$ cat config.mk
export PLATFORM = sky130hd
export DESIGN_NAME = writeback_stage_flat
export DESIGN_NICKNAME = d
export VERILOG_FILES = /design/src/rtl/writeback_stage_if.sv /design/src/rtl/writeback_stage.sv /design/src/flat_wrapper.sv
export SDC_FILE = /design/constraint.sdc
export NUM_CORES = 1
export LEC_CHECK = 0
export CORE_AREA = 4 4 190 192
export CTS_BUF_LIST = sky130_fd_sc_hd__clkbuf_4 sky130_fd_sc_hd__clkbuf_8
export DETAILED_ROUTE_END_ITERATION = 12
export DIE_AREA = 0 0 194 196
export PLACE_DENSITY_LB_ADDON = 0.12
export SETUP_SLACK_MARGIN = 0.3
export SYNTH_ARGS = -nofsm -noshare
export SYNTH_HDL_FRONTEND = slang
export SYNTH_SLANG_ARGS = --single-unit
$ cat constraint.sdc
create_clock -name clk -period 2.5 [get_ports clk]
set_clock_uncertainty 0.15 [all_clocks]
set_input_delay 0.25 -clock clk [delete_from_list [all_inputs] [get_ports clk]]
set_output_delay 0.25 -clock clk [all_outputs]
set_load 0.05 [all_outputs]
$ cat src/rtl/writeback_stage_if.sv
// Bundle interface between the memory stage and the writeback stage.
// The master side drives the *_mem bundle and observes the *_wb results;
// the slave side (the writeback stage) does the opposite.
interface writeback_stage_if #(
   parameter int WIDTH          = 32,
   parameter int REG_ADDR_WIDTH = 5
);
   logic                      valid_mem;
   logic [WIDTH-1:0]          pc_mem;
   logic                      rd_mem;
   logic [REG_ADDR_WIDTH-1:0] rd_address_mem;
   logic [2:0]                src_sel_mem;
   logic [WIDTH-1:0]          alu_result_mem;
   logic [WIDTH-1:0]          read_data_mem;
   logic [1:0]                load_size_mem;
   logic                      load_signed_mem;
   logic [1:0]                byte_offset_mem;
   logic [1:0]                hilo_we_mem;
   logic [WIDTH-1:0]          hi_data_mem;
   logic [WIDTH-1:0]          lo_data_mem;

   logic                      valid_wb;
   logic [WIDTH-1:0]          pc_wb;
   logic                      rd_wb;
   logic [REG_ADDR_WIDTH-1:0] rd_address_wb;
   logic [WIDTH-1:0]          rd_data_wb;
   logic [WIDTH-1:0]          hi;
   logic [WIDTH-1:0]          lo;
   logic [WIDTH-1:0]          retired_count;

   modport master (
      output valid_mem, pc_mem, rd_mem, rd_address_mem, src_sel_mem,
             alu_result_mem, read_data_mem, load_size_mem, load_signed_mem,
             byte_offset_mem, hilo_we_mem, hi_data_mem, lo_data_mem,
      input  valid_wb, pc_wb, rd_wb, rd_address_wb, rd_data_wb,
             hi, lo, retired_count
   );

   modport slave (
      input  valid_mem, pc_mem, rd_mem, rd_address_mem, src_sel_mem,
             alu_result_mem, read_data_mem, load_size_mem, load_signed_mem,
             byte_offset_mem, hilo_we_mem, hi_data_mem, lo_data_mem,
      output valid_wb, pc_wb, rd_wb, rd_address_wb, rd_data_wb,
             hi, lo, retired_count
   );
endinterface

$ cat src/rtl/writeback_stage.sv
// MEM/WB pipeline register with result selection, load extraction,
// HI/LO ownership and a retired-instruction counter. All outputs are
// registered; a global stall freezes every register in the stage.
module writeback_stage #(
   parameter int WIDTH          = 32,
   parameter int REG_ADDR_WIDTH = 5,
   parameter int LINK_OFFSET    = 8
) (
   input  logic             clk,
   input  logic             rst,
   input  logic             stall,
   writeback_stage_if.slave bus
);

   localparam logic [WIDTH-1:0] ONE_W         = {{(WIDTH-1){1'b0}}, 1'b1};
   localparam logic [WIDTH-1:0] LINK_OFFSET_W = WIDTH'(LINK_OFFSET);

   // Pick the addressed byte/halfword out of the aligned little-endian word
   // and extend it; the low offset bit is ignored for halfwords.
   function automatic logic [WIDTH-1:0] extract_load(
      input logic [WIDTH-1:0] word,
      input logic [1:0]       size,
      input logic             sign_ext,
      input logic [1:0]       off
   );
      logic [7:0]       byte_v;
      logic [15:0]      half_v;
      logic [WIDTH-1:0] res_v;
      case (off)
         2'd0:    byte_v = word[7:0];
         2'd1:    byte_v = word[15:8];
         2'd2:    byte_v = word[23:16];
         2'd3:    byte_v = word[31:24];
         default: byte_v = word[7:0];
      endcase
      half_v = off[1] ? word[31:16] : word[15:0];
      case (size)
         2'd0:    res_v = {{(WIDTH-8){sign_ext & byte_v[7]}}, byte_v};
         2'd1:    res_v = {{(WIDTH-16){sign_ext & half_v[15]}}, half_v};
         default: res_v = word;
      endcase
      return res_v;
   endfunction

   logic                      valid_wb_r;
   logic [WIDTH-1:0]          pc_wb_r;
   logic                      rd_wb_r;
   logic [REG_ADDR_WIDTH-1:0] rd_address_wb_r;
   logic [WIDTH-1:0]          rd_data_wb_r;
   logic [WIDTH-1:0]          hi_r;
   logic [WIDTH-1:0]          lo_r;
   logic [WIDTH-1:0]          retired_count_r;

   logic [WIDTH-1:0]          load_data_s;
   logic [WIDTH-1:0]          link_data_s;
   logic [WIDTH-1:0]          sel_data_s;
   logic                      sel_writes_s;
   logic                      rd_we_s;

   // Candidate sources; HI/LO selects read the value before any same-bundle write.
   always_comb begin
      load_data_s  = extract_load(bus.read_data_mem, bus.load_size_mem,
                                  bus.load_signed_mem, bus.byte_offset_mem);
      link_data_s  = bus.pc_mem + LINK_OFFSET_W;
      sel_data_s   = {WIDTH{1'b0}};
      sel_writes_s = 1'b0;
      case (bus.src_sel_mem)
         3'd1: begin
            sel_data_s   = bus.alu_result_mem;
            sel_writes_s = 1'b1;
         end
         3'd2: begin
            sel_data_s   = load_data_s;
            sel_writes_s = 1'b1;
         end
         3'd3: begin
            sel_data_s   = link_data_s;
            sel_writes_s = 1'b1;
         end
         3'd4: begin
            sel_data_s   = hi_r;
            sel_writes_s = 1'b1;
         end
         3'd5: begin
            sel_data_s   = lo_r;
            sel_writes_s = 1'b1;
         end
         default: begin
            sel_data_s   = {WIDTH{1'b0}};
            sel_writes_s = 1'b0;
         end
      endcase
      if (bus.rd_address_mem != {REG_ADDR_WIDTH{1'b0}}) begin
         rd_we_s = bus.valid_mem & bus.rd_mem & sel_writes_s;
      end else begin
         rd_we_s = 1'b0;
      end
   end

   // Stage register, HI/LO and retirement counter; stall holds everything.
   always_ff @(posedge clk) begin
      if (rst) begin
         valid_wb_r      <= 1'b0;
         pc_wb_r         <= {WIDTH{1'b0}};
         rd_wb_r         <= 1'b0;
         rd_address_wb_r <= {REG_ADDR_WIDTH{1'b0}};
         rd_data_wb_r    <= {WIDTH{1'b0}};
         hi_r            <= {WIDTH{1'b0}};
         lo_r            <= {WIDTH{1'b0}};
         retired_count_r <= {WIDTH{1'b0}};
      end else if (!stall) begin
         valid_wb_r      <= bus.valid_mem;
         pc_wb_r         <= bus.pc_mem;
         rd_wb_r         <= rd_we_s;
         rd_address_wb_r <= bus.rd_address_mem;
         rd_data_wb_r    <= sel_data_s;
         if (bus.valid_mem) begin
            if (bus.hilo_we_mem[1]) begin
               hi_r <= bus.hi_data_mem;
            end
            if (bus.hilo_we_mem[0]) begin
               lo_r <= bus.lo_data_mem;
            end
            retired_count_r <= retired_count_r + ONE_W;
         end
      end
   end

   assign bus.valid_wb      = valid_wb_r;
   assign bus.pc_wb         = pc_wb_r;
   assign bus.rd_wb         = rd_wb_r;
   assign bus.rd_address_wb = rd_address_wb_r;
   assign bus.rd_data_wb    = rd_data_wb_r;
   assign bus.hi            = hi_r;
   assign bus.lo            = lo_r;
   assign bus.retired_count = retired_count_r;

endmodule

$ cat src/flat_wrapper.sv
// flat-port wrapper written by rule: the top's interface ports become plain ports
module writeback_stage_flat 
#(
   parameter int WIDTH          = 32,
   parameter int REG_ADDR_WIDTH = 5,
   parameter int LINK_OFFSET    = 8
)
  (clk, rst, stall, bus_valid_mem, bus_pc_mem, bus_rd_mem, bus_rd_address_mem, bus_src_sel_mem, bus_alu_result_mem, bus_read_data_mem, bus_load_size_mem, bus_load_signed_mem, bus_byte_offset_mem, bus_hilo_we_mem, bus_hi_data_mem, bus_lo_data_mem, bus_valid_wb, bus_pc_wb, bus_rd_wb, bus_rd_address_wb, bus_rd_data_wb, bus_hi, bus_lo, bus_retired_count);
  writeback_stage_if #(.WIDTH(WIDTH), .REG_ADDR_WIDTH(REG_ADDR_WIDTH)) bus_i ();
  input  logic clk;
  input  logic rst;
  input  logic stall;
  input wire logic [$bits(bus_i.valid_mem)-1:0] bus_valid_mem;
  input wire logic [$bits(bus_i.pc_mem)-1:0] bus_pc_mem;
  input wire logic [$bits(bus_i.rd_mem)-1:0] bus_rd_mem;
  input wire logic [$bits(bus_i.rd_address_mem)-1:0] bus_rd_address_mem;
  input wire logic [$bits(bus_i.src_sel_mem)-1:0] bus_src_sel_mem;
  input wire logic [$bits(bus_i.alu_result_mem)-1:0] bus_alu_result_mem;
  input wire logic [$bits(bus_i.read_data_mem)-1:0] bus_read_data_mem;
  input wire logic [$bits(bus_i.load_size_mem)-1:0] bus_load_size_mem;
  input wire logic [$bits(bus_i.load_signed_mem)-1:0] bus_load_signed_mem;
  input wire logic [$bits(bus_i.byte_offset_mem)-1:0] bus_byte_offset_mem;
  input wire logic [$bits(bus_i.hilo_we_mem)-1:0] bus_hilo_we_mem;
  input wire logic [$bits(bus_i.hi_data_mem)-1:0] bus_hi_data_mem;
  input wire logic [$bits(bus_i.lo_data_mem)-1:0] bus_lo_data_mem;
  output wire logic [$bits(bus_i.valid_wb)-1:0] bus_valid_wb;
  output wire logic [$bits(bus_i.pc_wb)-1:0] bus_pc_wb;
  output wire logic [$bits(bus_i.rd_wb)-1:0] bus_rd_wb;
  output wire logic [$bits(bus_i.rd_address_wb)-1:0] bus_rd_address_wb;
  output wire logic [$bits(bus_i.rd_data_wb)-1:0] bus_rd_data_wb;
  output wire logic [$bits(bus_i.hi)-1:0] bus_hi;
  output wire logic [$bits(bus_i.lo)-1:0] bus_lo;
  output wire logic [$bits(bus_i.retired_count)-1:0] bus_retired_count;
  assign bus_i.valid_mem = bus_valid_mem;
  assign bus_i.pc_mem = bus_pc_mem;
  assign bus_i.rd_mem = bus_rd_mem;
  assign bus_i.rd_address_mem = bus_rd_address_mem;
  assign bus_i.src_sel_mem = bus_src_sel_mem;
  assign bus_i.alu_result_mem = bus_alu_result_mem;
  assign bus_i.read_data_mem = bus_read_data_mem;
  assign bus_i.load_size_mem = bus_load_size_mem;
  assign bus_i.load_signed_mem = bus_load_signed_mem;
  assign bus_i.byte_offset_mem = bus_byte_offset_mem;
  assign bus_i.hilo_we_mem = bus_hilo_we_mem;
  assign bus_i.hi_data_mem = bus_hi_data_mem;
  assign bus_i.lo_data_mem = bus_lo_data_mem;
  assign bus_valid_wb = bus_i.valid_wb;
  assign bus_pc_wb = bus_i.pc_wb;
  assign bus_rd_wb = bus_i.rd_wb;
  assign bus_rd_address_wb = bus_i.rd_address_wb;
  assign bus_rd_data_wb = bus_i.rd_data_wb;
  assign bus_hi = bus_i.hi;
  assign bus_lo = bus_i.lo;
  assign bus_retired_count = bus_i.retired_count;
  writeback_stage #(.WIDTH(WIDTH), .REG_ADDR_WIDTH(REG_ADDR_WIDTH), .LINK_OFFSET(LINK_OFFSET)) u_core (.clk(clk), .rst(rst), .stall(stall), .bus(bus_i));
endmodule
### Word-level counts from Yosys, hierarchy flattened

Index checks and enable logic that the tools add are counted.

* add/sub/neg operators: 2
* eq/ne operators: 9
* multiplexer cells: 6
* bitwise logic cells: 5
* reduce and logical (&&, ||, !) cells: 7

Operators with widths (count)
* one-hot mux 32 bit (5 select lines): 1
* one-hot mux 32 bit (2 select lines): 1
* adder 32 x 1 -> 32 bit, second input constant: 1
* adder 32 x 4 -> 32 bit, second input constant: 1
* one-hot mux 8 bit (4 select lines): 1
* two-way mux 16 bit: 1
* == test 3 x 2 -> 1 bit, second input constant: 2
* == test 3 bit, second input constant: 2
* AND reduction 3 bit: 2
* nonzero test 5 bit: 1
* OR reduction 5 bit: 1
* bitwise AND 1 bit: 4
* == test 2 x 1 -> 1 bit, second input constant: 2
* == test 2 bit, second input constant: 2
* zero test 2 bit: 2
* == test 3 x 1 -> 1 bit, second input constant: 1
* two-way mux 1 bit: 2
* AND reduction 2 bit: 1
* NOT 1 bit: 1

* bits in registers: 167
* bits of input ports: 180
* word-level logic and storage cells: 37

### Logic depth before layout (Yosys ltp)

* word-level depth: 5
* depth in mapped cells: 7

### Least setup slack after synthesis

No wires, ideal clock.

* path type: flip-flop to flip-flop
* start point: register u_core.retired_count_r[7] (netlist: u_core.bus.retired_count[7])
* end point: register u_core.retired_count_r[31] (netlist: u_core.bus.retired_count[31])
* arrival time: 2096 ps
* slack: 126 ps
* cell stages (with the launch flop): 7
* clock period less this slack: 2374 ps
* path through: dfxtp_1 -> nand4_1 -> or4_1 -> clkbuf_1 -> nor4_2 -> xnor2_1 -> nor2_1

* word-level cells in the longest chain between the ends: 1

Ends and longest elaborated chain
* start, declared: line writeback_stage.sv:52 `logic [WIDTH-1:0] retired_count_r;`
* start signal, assigned: line writeback_stage.sv:110 `retired_count_r <= {WIDTH{1'b0}};`
* start signal, assigned: line writeback_stage.sv:124 `retired_count_r <= retired_count_r + ONE_W;`
* adder 32 x 1 -> 32 bit: line writeback_stage.sv:124

No other way between the ends.
A chain may end at the register's enable or synchronous reset.

### Worst setup path in the final report

* start point: register u_core.hi_r[2] (netlist: u_core.bus.hi[2])
* end point: output port bus_hi[2]

RTL lines
* start, declared: line writeback_stage.sv:50 `logic [WIDTH-1:0] hi_r;`
* start signal, assigned: line writeback_stage.sv:108 `hi_r <= {WIDTH{1'b0}};`
* start signal, assigned: line writeback_stage.sv:119 `hi_r <= bus.hi_data_mem;`
* end, declared: line flat_wrapper.sv:31 `output wire logic [$bits(bus_i.hi)-1:0] bus_hi;`

No word-level cell between the ends.

==> results.cfg <==
[drt]
top_layer_used = met5
drc_errors = 0
via_per_inst = 4.82
dr.pass1.iters = 4
drt_iter0_markers = 453
wl_mm = 39.3
route.met3.wl_mm = 2.47
postRouteAntennaNets = 0
wl_met2_mm = 19.0
dr_total_vias = 9153
wl_per_cell_um = 20.7
wl_met1_mm = 17.2

[logic_synthesis]
synth_common_cells = nand2_1 (193), dfxtp_1 (167), nor2_1 (109)
synth-seq-cells = 167
async_flop_share_pct = 0
synth_top_area_share_pct = 39.2
yosysSeqAreaShare_pct = 39.2
synth_area_leaders = dfxtp_1 (39%), nand2_1 (8.5%), mux2i_1 (5.3%)
ys.flop_type = dfxtp_1
syn_nets = 1229
synth_cells = 1047
synth_warnings = 0
synthesis.area_mm2 = 0.00852
ys_types = 58
synth_top_area_cell = dfxtp_1
synth_edf_count = 0
syn_avg_cell_area_um2 = 8.14
yosysMostFrequentCell = nand2_1

[outcome]
outcome = complete, no violations

[sta]
finalHoldViolCount = 0
period_share_pct = 85.9
setup_ws_ps = 353
period_needed_ps = 2150
slew_headroom_pct = 41.8
rsz0062_at_grt = true
worst_slew_pin_slew_ps = 873
setup_violations = 0
fmax_mhz = 466
report.final.slew_viol_count = 0
tns_ps = 0

[job]
drv_cap = 0

[cells_and_area]
fin_util_pct = 39.2
fillers = 3566
seq_area_mm2 = 0.00336
nNetsFinal = 1611
final_area_mm2 = 0.0135
multi_input_area_mm2 = 0.00483
instances_no_fill = 1899
drive_above_1_share_pct = 13.3
areaGrowthSynthToFinish_pct = 57.9

[grt]
grt_pass1_wl_mm = 58.2
grt_max_degree = 78
antenna_found_initial = 8
grt_use_total_pct = 20.1
grt_pass1_vias = 9078
gr-total-overflow = 0

[clock_tree]
cts_made_buffers = 17
tritoncts = done
clock-root-buffer = clkbuf_8
cts_setup_buffers = 0
worstSkewPairLatency_ps = 490
cts_buffer_depth = 2
clk_pin_slew_worst_paths_ps = 100
clock_sinks = 167
cts-htree-levels = 4

[worst_setup_path]
crit_start = u_core.bus.hi[2]
required_ps = 2100
critPathTopFamily = buffers and inverters
rr_startpoint = u_core.bus.retired_count[0]
max_stage_delay_ps = 840
critPathBufInv = 1
path_cells = clkdlybuf4s50_1
critical_path_peak_fanout = 3
end_kind = output pin
critPathArrivalTime_ps = 1750
cp-start-kind = register
cp_slowest_cell = clkdlybuf4s50_1
critPathKind = reg -> out

[pwr]
p_leak_nw = 5.08
clockPowerShare_pct = 32.3
power_switching_mw = 2.00
peakVddDrop_mv = 0.325
pwr-share-comb_pct = 23.9
switching_share_pct = 31.2
p_int_mw = 4.42
p_seq_share_pct = 43.7
power_density_mw_per_mm2 = 477

[die]
start_util_pct = 24.8
die_h_um = 196
row_count = 68
core_area_mm2 = 0.0344
ioPinCount = 347
die-width_um = 194
die-area_mm2 = 0.0380

[place]
place_area_mm2 = 0.0130
pre_cts_ws_ps = -83.0
dp_hpwl_mm = 31.0
dpl.cell_count = 1864
gp_congestion = 0.883
io_buffers = 346

[min_path]
hp-start = bus_lo_data_mem[7]
hold_path_class = in -> reg
==> what timing repair did <==
item,CTS,global route
pin swaps,0,1
gates resized for setup,11,19
setup endpoints to repair,11,20
hold buffers,1,0
cloned,0,0
hold endpoints to repair,12,0
==> power by group through the flow <==
stage | Combinational [mW] | Sequential, mW | Clock, mW
after global placement | 1.54 | 2.87 | 0
final | 1.54 | 2.81 | 2.08
after floorplan | 0.449 | 3.17 | 0
after detailed placement | 1.54 | 2.87 | 0
after CTS | 1.55 | 2.81 | 2.17
after global routing | 1.63 | 2.82 | 2.27
==> layout by cell type, fill, tap and decap left out, drive strengths merged, types with 5 or more instances in the layout <==
cell,count
clkdlybuf4s50,316
nand2,193
dfxtp,167
nor2,109
buf,97
a21oi,82
mux2i,45
o21ai,45
xnor2,36
mux2,30
a22oi,29
nand3,25
nor3,19
nand4,18
clkbuf,18
xor2,16
o211ai,15
dlymetal6s2s,15
a22o,14
a221oi,13
o22ai,13
inv,12
dlygate4sd2,11
a2111oi,9
clkinv,9
nor2b,8
nor4,8
mux4,7
a211oi,7
and3,6
and4,5
==> worst paths after layout <==
check | to | slack, ps | cells past startpoint
hold / removal | u_core.bus.lo[7] | 150 | 3
setup reg to reg | u_core.bus.retired_count[22] | 490 | 6
setup / recovery | bus_hi[2] | 350 | 1
hold reg to reg | u_core.bus.rd_data_wb[6] | 320 | 2
==> cells by family after synthesis <==
logic type      after synthesis  share of synthesized area (%)
xor+xnor                     52                           5.34
fa+ha+maj                     2                          0.294
compound gates              239                           17.9
mux                          82                           11.1
flops                       167                           39.2
buf+inv                      90                           4.43
simple gates                415                           21.8
==> area by class of cell <==
type	instances	share of cell area, %
Multi-Input combinational cell	790	35.9
Timing Repair Buffer	440	31.5
Sequential cell	167	24.9
Tap cell	455	4.23
Clock buffer	18	1.79
Clock inverter	12	1.16
Inverter	13	0.362
Antenna cell	4	0.0744
==> sequential cells by signal, summed over array words and instances (netlist names) <==
register,count
u_core.bus.rd_address_wb,5
u_core.bus.retired_count,32
u_core.bus.pc_wb,32
u_core.bus.rd_data_wb,32
u_core.bus.lo,32
u_core.bus.hi,32
u_core.bus.rd_wb,1
u_core.bus.valid_wb,1
==> metrics by stage <==
step / total power [mW] / hold WS [ps]
final: 6.42 / 147
after global routing: 6.71 / 111
after CTS: 6.53 / 91.1
after detailed placement: 4.41 / 303
after global placement: 4.41 / 290
after floorplan: 3.62 / 232
==> metal layers <==
| layer | global-route usage [%] | vias up |
|---|---|---|
| li1 | - | 4474 |
| met1 | 25.1 | 4350 |
| met2 | 34.0 | 285 |
| met3 | 5.87 | 36 |
| met4 | 5.18 | 8 |
| met5 | 0 | - |
(Power assumes the default switching activity.)
